===== config.mk =====
export PLATFORM = sky130hd
export DESIGN_NAME = uart_tx_serializer
export DESIGN_NICKNAME = d
export VERILOG_FILES = /design/src/rtl/uart_tx_serializer.sv
export SDC_FILE = /design/constraint.sdc
export NUM_CORES = 1
export LEC_CHECK = 0
export CORE_MARGIN = 2
export CORE_UTILIZATION = 30
export CTS_CLUSTER_DIAMETER = 150
export DETAILED_ROUTE_END_ITERATION = 10
export PLACE_DENSITY = 0.44
export SYNTH_ARGS = -nofsm -noshare
export SYNTH_HDL_FRONTEND = slang
export SYNTH_SLANG_ARGS = --single-unit

===== constraint.sdc =====
create_clock -name clk -period 4.83 [get_ports clk]
set_input_delay 0.966 -clock clk [delete_from_list [all_inputs] [get_ports clk]]
set_output_delay 0.966 -clock clk [all_outputs]
set_load 0.02 [all_outputs]

===== src/rtl/uart_tx_serializer.sv =====
// uart_tx_serializer
// Buffers 16-bit result words in a small FIFO and hands them, one byte at a
// time, to a UART transmitter using an enable/busy handshake. tx_busy comes
// from the baud-clock domain and is only used after a 2-flop synchronizer.
// Optional feature: define TX_SYNC_HEADER_EN to prefix every word with
// HDR_BYTE (header, low byte, high byte); otherwise each word is sent as
// low byte followed by high byte.
`timescale 1ns/1ps

module uart_tx_serializer #(
    parameter int         DEPTH    = 8,
    parameter logic [7:0] HDR_BYTE = 8'hA5
) (
    input  logic                     clk,
    input  logic                     rst_n,
    input  logic [15:0]              in_data,
    input  logic                     in_valid,
    output logic                     in_ready,
    output logic [7:0]               tx_data,
    output logic                     tx_enable,
    input  logic                     tx_busy,
    output logic [$clog2(DEPTH):0]   fifo_count,
    output logic                     overflow
);

    localparam int PTR_W = $clog2(DEPTH);
    localparam int CNT_W = PTR_W + 1;
    localparam logic [CNT_W-1:0] DEPTH_CNT = CNT_W'(DEPTH);

    localparam logic [2:0] S_IDLE = 3'd0;
    localparam logic [2:0] S_POP  = 3'd1;
    localparam logic [2:0] S_REQ  = 3'd2;
    localparam logic [2:0] S_ACK  = 3'd3;
    localparam logic [2:0] S_DONE = 3'd4;

`ifdef TX_SYNC_HEADER_EN
    // Byte index 0 is the header, 1 the low byte, 2 the high byte.
    localparam logic [1:0] LAST_IDX = 2'd2;
`else
    // Byte index 0 is the low byte, 1 the high byte.
    localparam logic [1:0] LAST_IDX = 2'd1;
`endif

    logic [15:0]      mem [DEPTH];
    logic [PTR_W-1:0] wr_ptr_reg;
    logic [PTR_W-1:0] rd_ptr_reg;
    logic [CNT_W-1:0] count_reg;
    logic             overflow_reg;
    logic             busy_meta_reg;
    logic             busy_s_reg;
    logic [2:0]       state_reg;
    logic [2:0]       state_next;
    logic [15:0]      word_reg;
    logic [1:0]       byte_idx_reg;
    logic [7:0]       tx_data_reg;
    logic [15:0]      head_word;
    logic             wr_en;
    logic             pop_en;

    // Byte of the current word selected by a byte index.
    function automatic logic [7:0] select_byte(input logic [15:0] word, input logic [1:0] idx);
`ifdef TX_SYNC_HEADER_EN
        case (idx)
            2'd0:    return HDR_BYTE;
            2'd1:    return word[7:0];
            default: return word[15:8];
        endcase
`else
        return (idx == 2'd0) ? word[7:0] : word[15:8];
`endif
    endfunction

`ifndef TX_SYNC_HEADER_EN
    // The header value has no role when headers are not sent.
    logic unused_hdr;
    assign unused_hdr = ^HDR_BYTE;
`endif

    assign in_ready   = (count_reg < DEPTH_CNT);
    assign wr_en      = in_valid && in_ready;
    assign pop_en     = (state_reg == S_POP);
    assign head_word  = mem[rd_ptr_reg];
    assign fifo_count = count_reg;
    assign overflow   = overflow_reg;
    assign tx_data    = tx_data_reg;
    // Decoded straight from the state register so reset drops it at once.
    assign tx_enable  = (state_reg == S_REQ);

    // Word storage: written on accept, contents are not reset.
    always_ff @(posedge clk) begin
        if (wr_en) begin
            mem[wr_ptr_reg] <= in_data;
        end
    end

    // FIFO pointers, occupancy and sticky overflow flag.
    always_ff @(posedge clk or negedge rst_n) begin
        if (!rst_n) begin
            wr_ptr_reg   <= '0;
            rd_ptr_reg   <= '0;
            count_reg    <= '0;
            overflow_reg <= 1'b0;
        end else begin
            if (wr_en) begin
                wr_ptr_reg <= wr_ptr_reg + 1'b1;
            end
            if (pop_en) begin
                rd_ptr_reg <= rd_ptr_reg + 1'b1;
            end
            case ({wr_en, pop_en})
                2'b10:   count_reg <= count_reg + 1'b1;
                2'b01:   count_reg <= count_reg - 1'b1;
                default: count_reg <= count_reg;
            endcase
            if (in_valid && !in_ready) begin
                overflow_reg <= 1'b1;
            end
        end
    end

    // Two-flop synchronizer bringing tx_busy into the clk domain.
    always_ff @(posedge clk or negedge rst_n) begin
        if (!rst_n) begin
            busy_meta_reg <= 1'b0;
            busy_s_reg    <= 1'b0;
        end else begin
            busy_meta_reg <= tx_busy;
            busy_s_reg    <= busy_meta_reg;
        end
    end

    // Next-state logic for the byte handshake sequencer.
    always_comb begin
        state_next = state_reg;
        case (state_reg)
            S_IDLE:  if (count_reg != '0) state_next = S_POP;
            S_POP:   state_next = S_REQ;
            S_REQ:   if (busy_s_reg) state_next = S_ACK;
            S_ACK:   if (!busy_s_reg) state_next = S_DONE;
            S_DONE:  state_next = (byte_idx_reg == LAST_IDX) ? S_IDLE : S_REQ;
            default: state_next = S_IDLE;
        endcase
    end

    // State register plus word/byte datapath; tx_data only changes when
    // leaving POP or DONE, so it holds through REQ, ACK and DONE.
    always_ff @(posedge clk or negedge rst_n) begin
        if (!rst_n) begin
            state_reg    <= S_IDLE;
            word_reg     <= '0;
            byte_idx_reg <= '0;
            tx_data_reg  <= 8'h00;
        end else begin
            state_reg <= state_next;
            if (state_reg == S_POP) begin
                word_reg     <= head_word;
                byte_idx_reg <= 2'd0;
                tx_data_reg  <= select_byte(head_word, 2'd0);
            end else if (state_reg == S_DONE && byte_idx_reg != LAST_IDX) begin
                byte_idx_reg <= byte_idx_reg + 2'd1;
                tx_data_reg  <= select_byte(word_reg, byte_idx_reg + 2'd1);
            end
        end
    end

endmodule


==> flow_metrics.env, run 1 <==
export IMPL_status="finished, final reports clean"
export IMPL_synthCells=404
export IMPL_whs_path_depth=0
export IMPL_cp_arrival_ns=3.35
export IMPL_worstSetupPathType="reg -> reg"
export IMPL_worst_pin_slew_ns=0.9732
export IMPL_vias=3459
export IMPL_cts_clk_slew_worst_paths_ns=0.07
export IMPL_grt_pass1_vias=3656
export IMPL_core_sq_um=21960
export IMPL_insertedDiodeCount=0
export IMPL_ys_types=40
export IMPL_r2r_setup_slack_ns=1.78
export IMPL_cts_repair_resized=0
export IMPL_r2r_cells=9
export IMPL_die_width_um=154.2
export IMPL_r2r_end="fifo_count[2]"
export IMPL_worstHoldPathType="reg -> reg"
export IMPL_fp_dieArea_sq_um=23770
export IMPL_drt_total_wl_mm=13.99
export IMPL_avgSynthCellArea_sq_um=16.75
export IMPL_setup_violations=0
export IMPL_p_per_area_nw_per_um2=584.0
export IMPL_crit_chain="or3b_2 -> inv_1 -> ha_1 -> xor2_1 -> ha_1 -> a21oi_1 -> xor2_1 -> nor2_1 -> xor2_1"
export IMPL_crit_fanout=29
export IMPL_io_pins=35
export IMPL_track_usage_pct=12.58
export IMPL_min_period_ns=3.049
export IMPL_clockRootBuffer="clkbuf_16"
export IMPL_placedCellCount=710
export IMPL_grt_start_max_net_pins=43
export IMPL_ys_seq_area_share_pct=72.35
export IMPL_grt_overflow=0
export IMPL_path_buf_inv=1
export IMPL_cp_startpoint="state_reg[0]"
export IMPL_synth_top_area_cell="edfxtp_1"
export IMPL_ant_nets=0
export IMPL_ctsHoldBuffers=0
export IMPL_dieHeight_um=154.2
export IMPL_hp_start="busy_meta_reg"
export IMPL_cp_common_cell="xor2_1"
export IMPL_finClkSkew_ns=0.01111
export IMPL_clockBufferDepth=2
export IMPL_post_route_period_util_pct=63.13
export IMPL_cts_post_setup_buffers_inserted=0
export IMPL_end_kind="flip-flop"
export IMPL_tns_ns=0
export IMPL_place_congestion=0.7149
export IMPL_slew_limit_headroom_pct=35.12
export IMPL_cp_top_family="simple AND/OR/NAND/NOR gates"
export IMPL_synth_area_sq_um=6765
export IMPL_drc_errors=0
export IMPL_max_cap_violations=0
export IMPL_peakVddDrop_uv=202.0
export IMPL_floorplan_initialDensity_pct=30.81
export IMPL_drt_pass1_iterations=4
export IMPL_areaGrowthSynthToFinish_pct=17.87
export IMPL_cp_required_ns=5.14
export IMPL_drtIter0Drc=151
export IMPL_clk_latency_ns=0.42
export IMPL_fin_nets=476
export IMPL_largest_register_ffs=128
export IMPL_rows=54
export IMPL_start_kind="flip-flop"
export IMPL_dp_hpwl_mm=8.661
export IMPL_via_per_inst=4.674
export IMPL_antenna_found_initial=0
export IMPL_hold_viol=0
export IMPL_r2r_start="state_reg[0]"
export IMPL_critPathSlowestCell="or3b_2"
export IMPL_synth_top_area_share_pct=56.82
export IMPL_fin_cells=740
export IMPL_slew_violations=0
export IMPL_max_freq_ghz=0.3280
export IMPL_hold_end="busy_s_reg"
export IMPL_cts_buffers=17
export IMPL_clock_sinks=170
export IMPL_yosys_warnings=0
export IMPL_port_buffers=34
export IMPL_p_leak_uw=0.002831
export IMPL_crit_path_max_incr_delay_ns=0.75
export IMPL_syn_nets=431
export IMPL_grt_first_pass_wirelength_mm=21.76
export IMPL_nFillCells=2042
export IMPL_routedWlPerCell_um=18.90
export IMPL_grt_setup_unrepaired="no"
export IMPL_synth_area_top_cells="edfxtp_1 57%, dfrtp_1 16%, mux2i_1 6.5%"
export IMPL_drive_gt1_share_pct=15.43
export IMPL_ys_seq_elements=170
export IMPL_cts_tree="yes"
export IMPL_h_tree_depth=4
## metrics by stage
| stage | area, sq um | utilization [%] | setup WS [ns] | total power [uW] | hold WS (ns) |
|---|---|---|---|---|---|
| after global placement | 7443 | 33.90 | 1.617 | 3464 | 0.3458 |
| final | 7974 | 36.31 | 1.781 | 4657 | 0.3679 |
| after floorplan | 6765 | - | 1.838 | 3015 | 0.3312 |
| after global routing | 7974 | 36.31 | 1.530 | 4941 | 0.3818 |
| after detailed placement | 7443 | 33.90 | 1.572 | 3488 | 0.3417 |
| after CTS | 7974 | 36.31 | 1.772 | 4736 | 0.3793 |
## layout by cell type, fill, tap and decap left out, types with 2 or more instances in the layout
master,netlist,routed
edfxtp_1,128,128
mux2i_1,44,44
dfrtp_1,42,41
nand2_1,40,40
clkdlybuf4s50_1,0,33
mux4_2,17,17
clkbuf_16,0,17
a22oi_1,14,14
o21ai_0,13,13
buf_4,0,13
nor2_1,10,10
nand3_1,7,7
o211ai_1,7,7
ha_1,7,7
nand2b_1,5,5
xnor2_1,5,5
inv_1,4,4
xor2_1,4,4
nor2b_1,4,4
mux2_2,4,4
clkinv_2,0,4
nor3_1,5,3
a21oi_1,3,3
nor3_2,0,2
a21o_1,2,2
o21bai_1,2,2
a22o_1,2,2
clkinv_4,0,2
inv_6,0,2
## worst reg2reg max path: stages (launching register included)
cell	delay, ns
dfrtp_1	0.50
or3b_2	0.76
inv_1	0.51
ha_1	0.39
xor2_1	0.10
ha_1	0.19
a21oi_1	0.14
xor2_1	0.15
nor2_1	0.06
xor2_1	0.13
## cells by family (layout without fill, tap and decap cells)
| family | after synthesis | after routing | synth area share, % |
|---|---|---|---|
| buf+inv | 25 | 81 | 1.942 |
| compound gates | 46 | 46 | 4.531 |
| simple gates | 82 | 82 | 5.881 |
| mux | 65 | 65 | 12.84 |
| fa+ha+maj | 7 | 7 | 1.295 |
| xor+xnor | 9 | 9 | 1.165 |
| flops | 170 | 170 | 72.35 |
## cell type report
cell class              instances  area (sq um)  share of cell area [%]
flip-flops and latches        170          4896                   61.40
multi-input cells             209          1749                   21.94
repair buffers                 47         432.9                   5.429
clock buffers                  18         429.2                   5.382
well taps                     280         350.3                   4.394
clock inverters                12         101.3                   1.271
inverters                       4         15.01                  0.1883
## worst max-delay path by stage
stage	endpoint	slack [ns]	cells after the start
final	fifo_count[2]	1.78	9
after global routing	fifo_count[2]	1.53	9
after CTS	fifo_count[2]	1.77	9
after detailed placement	fifo_count[2]	1.57	10
after global placement	fifo_count[2]	1.62	10
after floorplan	mem[0][0]	1.84	3
## routing by layer
metal  vias up  GRT usage (%)  part of all wire (%)  wire length, um
li1       1632              -                     -                -
met1      1769          16.50                    48             6717
met2        42          20.61                    48             6779
met3        16          2.914                   2.1              293
met4         0          4.406                   1.4              197
met5         -              0                     0                0
## cells in the mapped netlist, drive strengths merged
cell and number:
o21ai 13, nor2 10, and4bb 1, a31oi 1, ha 7, o21bai 2, nor2b 4, a22oi 14
or4b 1, mux4 17, inv 4, mux2i 44, o22ai 1, a21oi 3, nand3 7, nor3 5
nand3b 1, and2 2, buf 16, xor2 4, or3 2, o211ai 7, a21o 2, edfxtp 128
a211o 1, clkbuf 5, nor4 1, dfrtp 42, a22o 2, nand2b 5, nand4b 1, xnor2 5
nand2 40, or3b 1, nor3b 1, mux2 4
## power breakdown
part	switching, uW	internal [uW]
sequential	182	1850
clock	539	700
combinational	762	624
total	1480	3170
Power figures use the tool's default switching activity.
==> inputs of run 2 (changes only) <==
- PLACE_DENSITY: 0.44 -> 0.45
- clock period: 4.83 -> 2.5 ns (I/O delays scaled with it)
==> flow_metrics.env, run 2 (synthesis results as in run 1) <==
export IMPL_layout_commonest_cell="edfxtp_1"
export IMPL_fp_dieArea_sq_um=23770
export IMPL_grt_busiest_layer="met2"
export IMPL_crit_chain="buf_4 -> nor3b_1 -> clkdlybuf4s50_1"
export IMPL_peakVddDrop_uv=431.7
export IMPL_floorplan_initialDensity_pct=30.81
export IMPL_areaGrowthSynthToFinish_pct=20.88
export IMPL_cts_buffers=17
export IMPL_regArea_sq_um=4896
export IMPL_clock_sinks=170
export IMPL_largest_register_ffs=128
export IMPL_tns_ns=0
export IMPL_max_freq_ghz=0.4363
export IMPL_drt_pass1_iterations=4
export IMPL_crit_fanout=10
export IMPL_die_width_um=154.2
export IMPL_grt_overflow=0
export IMPL_crit_path_max_incr_delay_ns=0.64
export IMPL_end_kind="primary output"
export IMPL_finalPower_uw=9281
export IMPL_cp_arrival_ns=1.79
export IMPL_clockRootBuffer="clkbuf_16"
export IMPL_grt_setup_unrepaired="no"
export IMPL_h_tree_depth=4
export IMPL_rows=54
export IMPL_critPathSlowestCell="clkdlybuf4s50_1"
export IMPL_vias=3606
export IMPL_insertedDiodeCount=0
export IMPL_final_core_util_pct=37.24
export IMPL_worstHoldPathType="reg -> reg"
export IMPL_layout_common_cells="128 x edfxtp_1, 44 x mux2i_1, 41 x dfrtp_1"
export IMPL_p_per_area_nw_per_um2=1135
export IMPL_clk_latency_ns=0.42
export IMPL_p_leak_uw=0.002944
export IMPL_dp_hpwl_mm=9.563
export IMPL_status="finished, final reports clean"
export IMPL_clockBufferDepth=2
export IMPL_worst_pin_slew_ns=0.5990
export IMPL_setup_violations=0
export IMPL_ant_nets=0
export IMPL_max_cap_violations=0
export IMPL_finClkSkew_ns=0.007614
export IMPL_slew_limit_headroom_pct=60.07
export IMPL_routedWlPerCell_um=18.72
export IMPL_drc_errors=0
export IMPL_io_pins=35
export IMPL_fin_nets=495
export IMPL_drtIter0Drc=250
export IMPL_drive_gt1_share_pct=18.50
export IMPL_hold_viol=0
export IMPL_cp_required_ns=2.00
export IMPL_place_congestion=0.7055
export IMPL_port_buffers=34
export IMPL_start_kind="flip-flop"
export IMPL_dieHeight_um=154.2
export IMPL_cts_clk_slew_worst_paths_ns=0.06
export IMPL_grt_start_max_net_pins=41
export IMPL_grt_pass1_vias=3707
export IMPL_via_per_inst=4.739
export IMPL_grt_use_met2_pct=20.82
export IMPL_multi_input_area_sq_um=1749
export IMPL_antenna_found_initial=0
export IMPL_drt_total_wl_mm=14.25
export IMPL_worstSetupPathType="reg -> out"
export IMPL_slew_violations=0
export IMPL_gr_usage_met1_pct=17.00
export IMPL_min_period_ns=2.292
export IMPL_cts_post_setup_buffers_inserted=0
export IMPL_core_sq_um=21960
export IMPL_track_usage_pct=12.72
export IMPL_cts_tree="yes"
export IMPL_grt_first_pass_wirelength_mm=22.22
export IMPL_met3_usage_pct=2.438
export IMPL_post_route_period_util_pct=91.69
export IMPL_nFillCells=2027
==> run 2: cell count changes in the layout (fill, tap and decap cells not counted) <==
cell           delta
clkinv_2          -3
clkinvlp_2        -1
clkinvlp_4        +1
dlygate4sd3_1     +1
clkbuf_1          +1
buf_12            +3
buf_4            +15
clkinv_1          +1
inv_6             +2
clkinv_4          +1
==> run 2: what timing repair did <==
item	CTS	global route
hold buffers	1	0
resized for setup	0	0
endpoints found under the hold margin	7	0
==> run 2: path summary, 6_finish.rpt <==
check                               from       endpoint  slack (ns)  depth (start not counted)
max                         state_reg[0]      tx_enable        0.21                          3
min                        busy_meta_reg     busy_s_reg        0.35                          0
max reg2reg                 state_reg[1]  fifo_count[3]        0.48                          8
min reg2reg                busy_meta_reg     busy_s_reg        0.35                          0
max in group asynchronous          rst_n  rd_ptr_reg[2]        1.49                          3
min in group asynchronous          rst_n  fifo_count[2]        0.47                          2
==> run 2: critical path, delay by kind of cell, from the launching register on <==
kind	cells	cell delay (ns)
buffers and inverters	2	0.80
flip-flops	1	0.37
AND/OR/NAND/NOR	1	0.20
==> run 2: report_power, final <==
part | switching [uW] | internal, uW | total (uW)
clock network | 1070 | 1380 | 2450
logic | 1580 | 1350 | 2930
registers | 327 | 3570 | 3900
total | 2980 | 6300 | 9280
==> run 2: final cells by class <==
class / count / share of cell area, %
Tap cell: 280 / 4.284
Clock inverter: 13 / 1.453
Timing Repair Buffer: 66 / 7.528
Sequential cell: 170 / 59.87
Clock buffer: 19 / 5.294
Multi-Input combinational cell: 209 / 21.39
Inverter: 4 / 0.1836
==> run 2: layer usage <==
metal | part of all wire (%) | routed length (um)
met1 | 47 | 6637
met2 | 49 | 7021
met3 | 2.9 | 420
met4 | 1.2 | 167
met5 | 0 | 0
==> run 2: metrics by stage <==
stage | cell area (sq um) | std cells | setup WS [ns] | hold WS, ns
floorplan | 6775 | 404 | 0.01707 | 0.2044
global placement | 7616 | 728 | 0.05709 | 0.3448
detailed placement | 7616 | 728 | 0.02911 | 0.3410
CTS | 8178 | 761 | 0.1795 | 0.3549
global route | 8178 | 761 | 0.09693 | 0.3690
finish | 8178 | 761 | 0.2078 | 0.3507
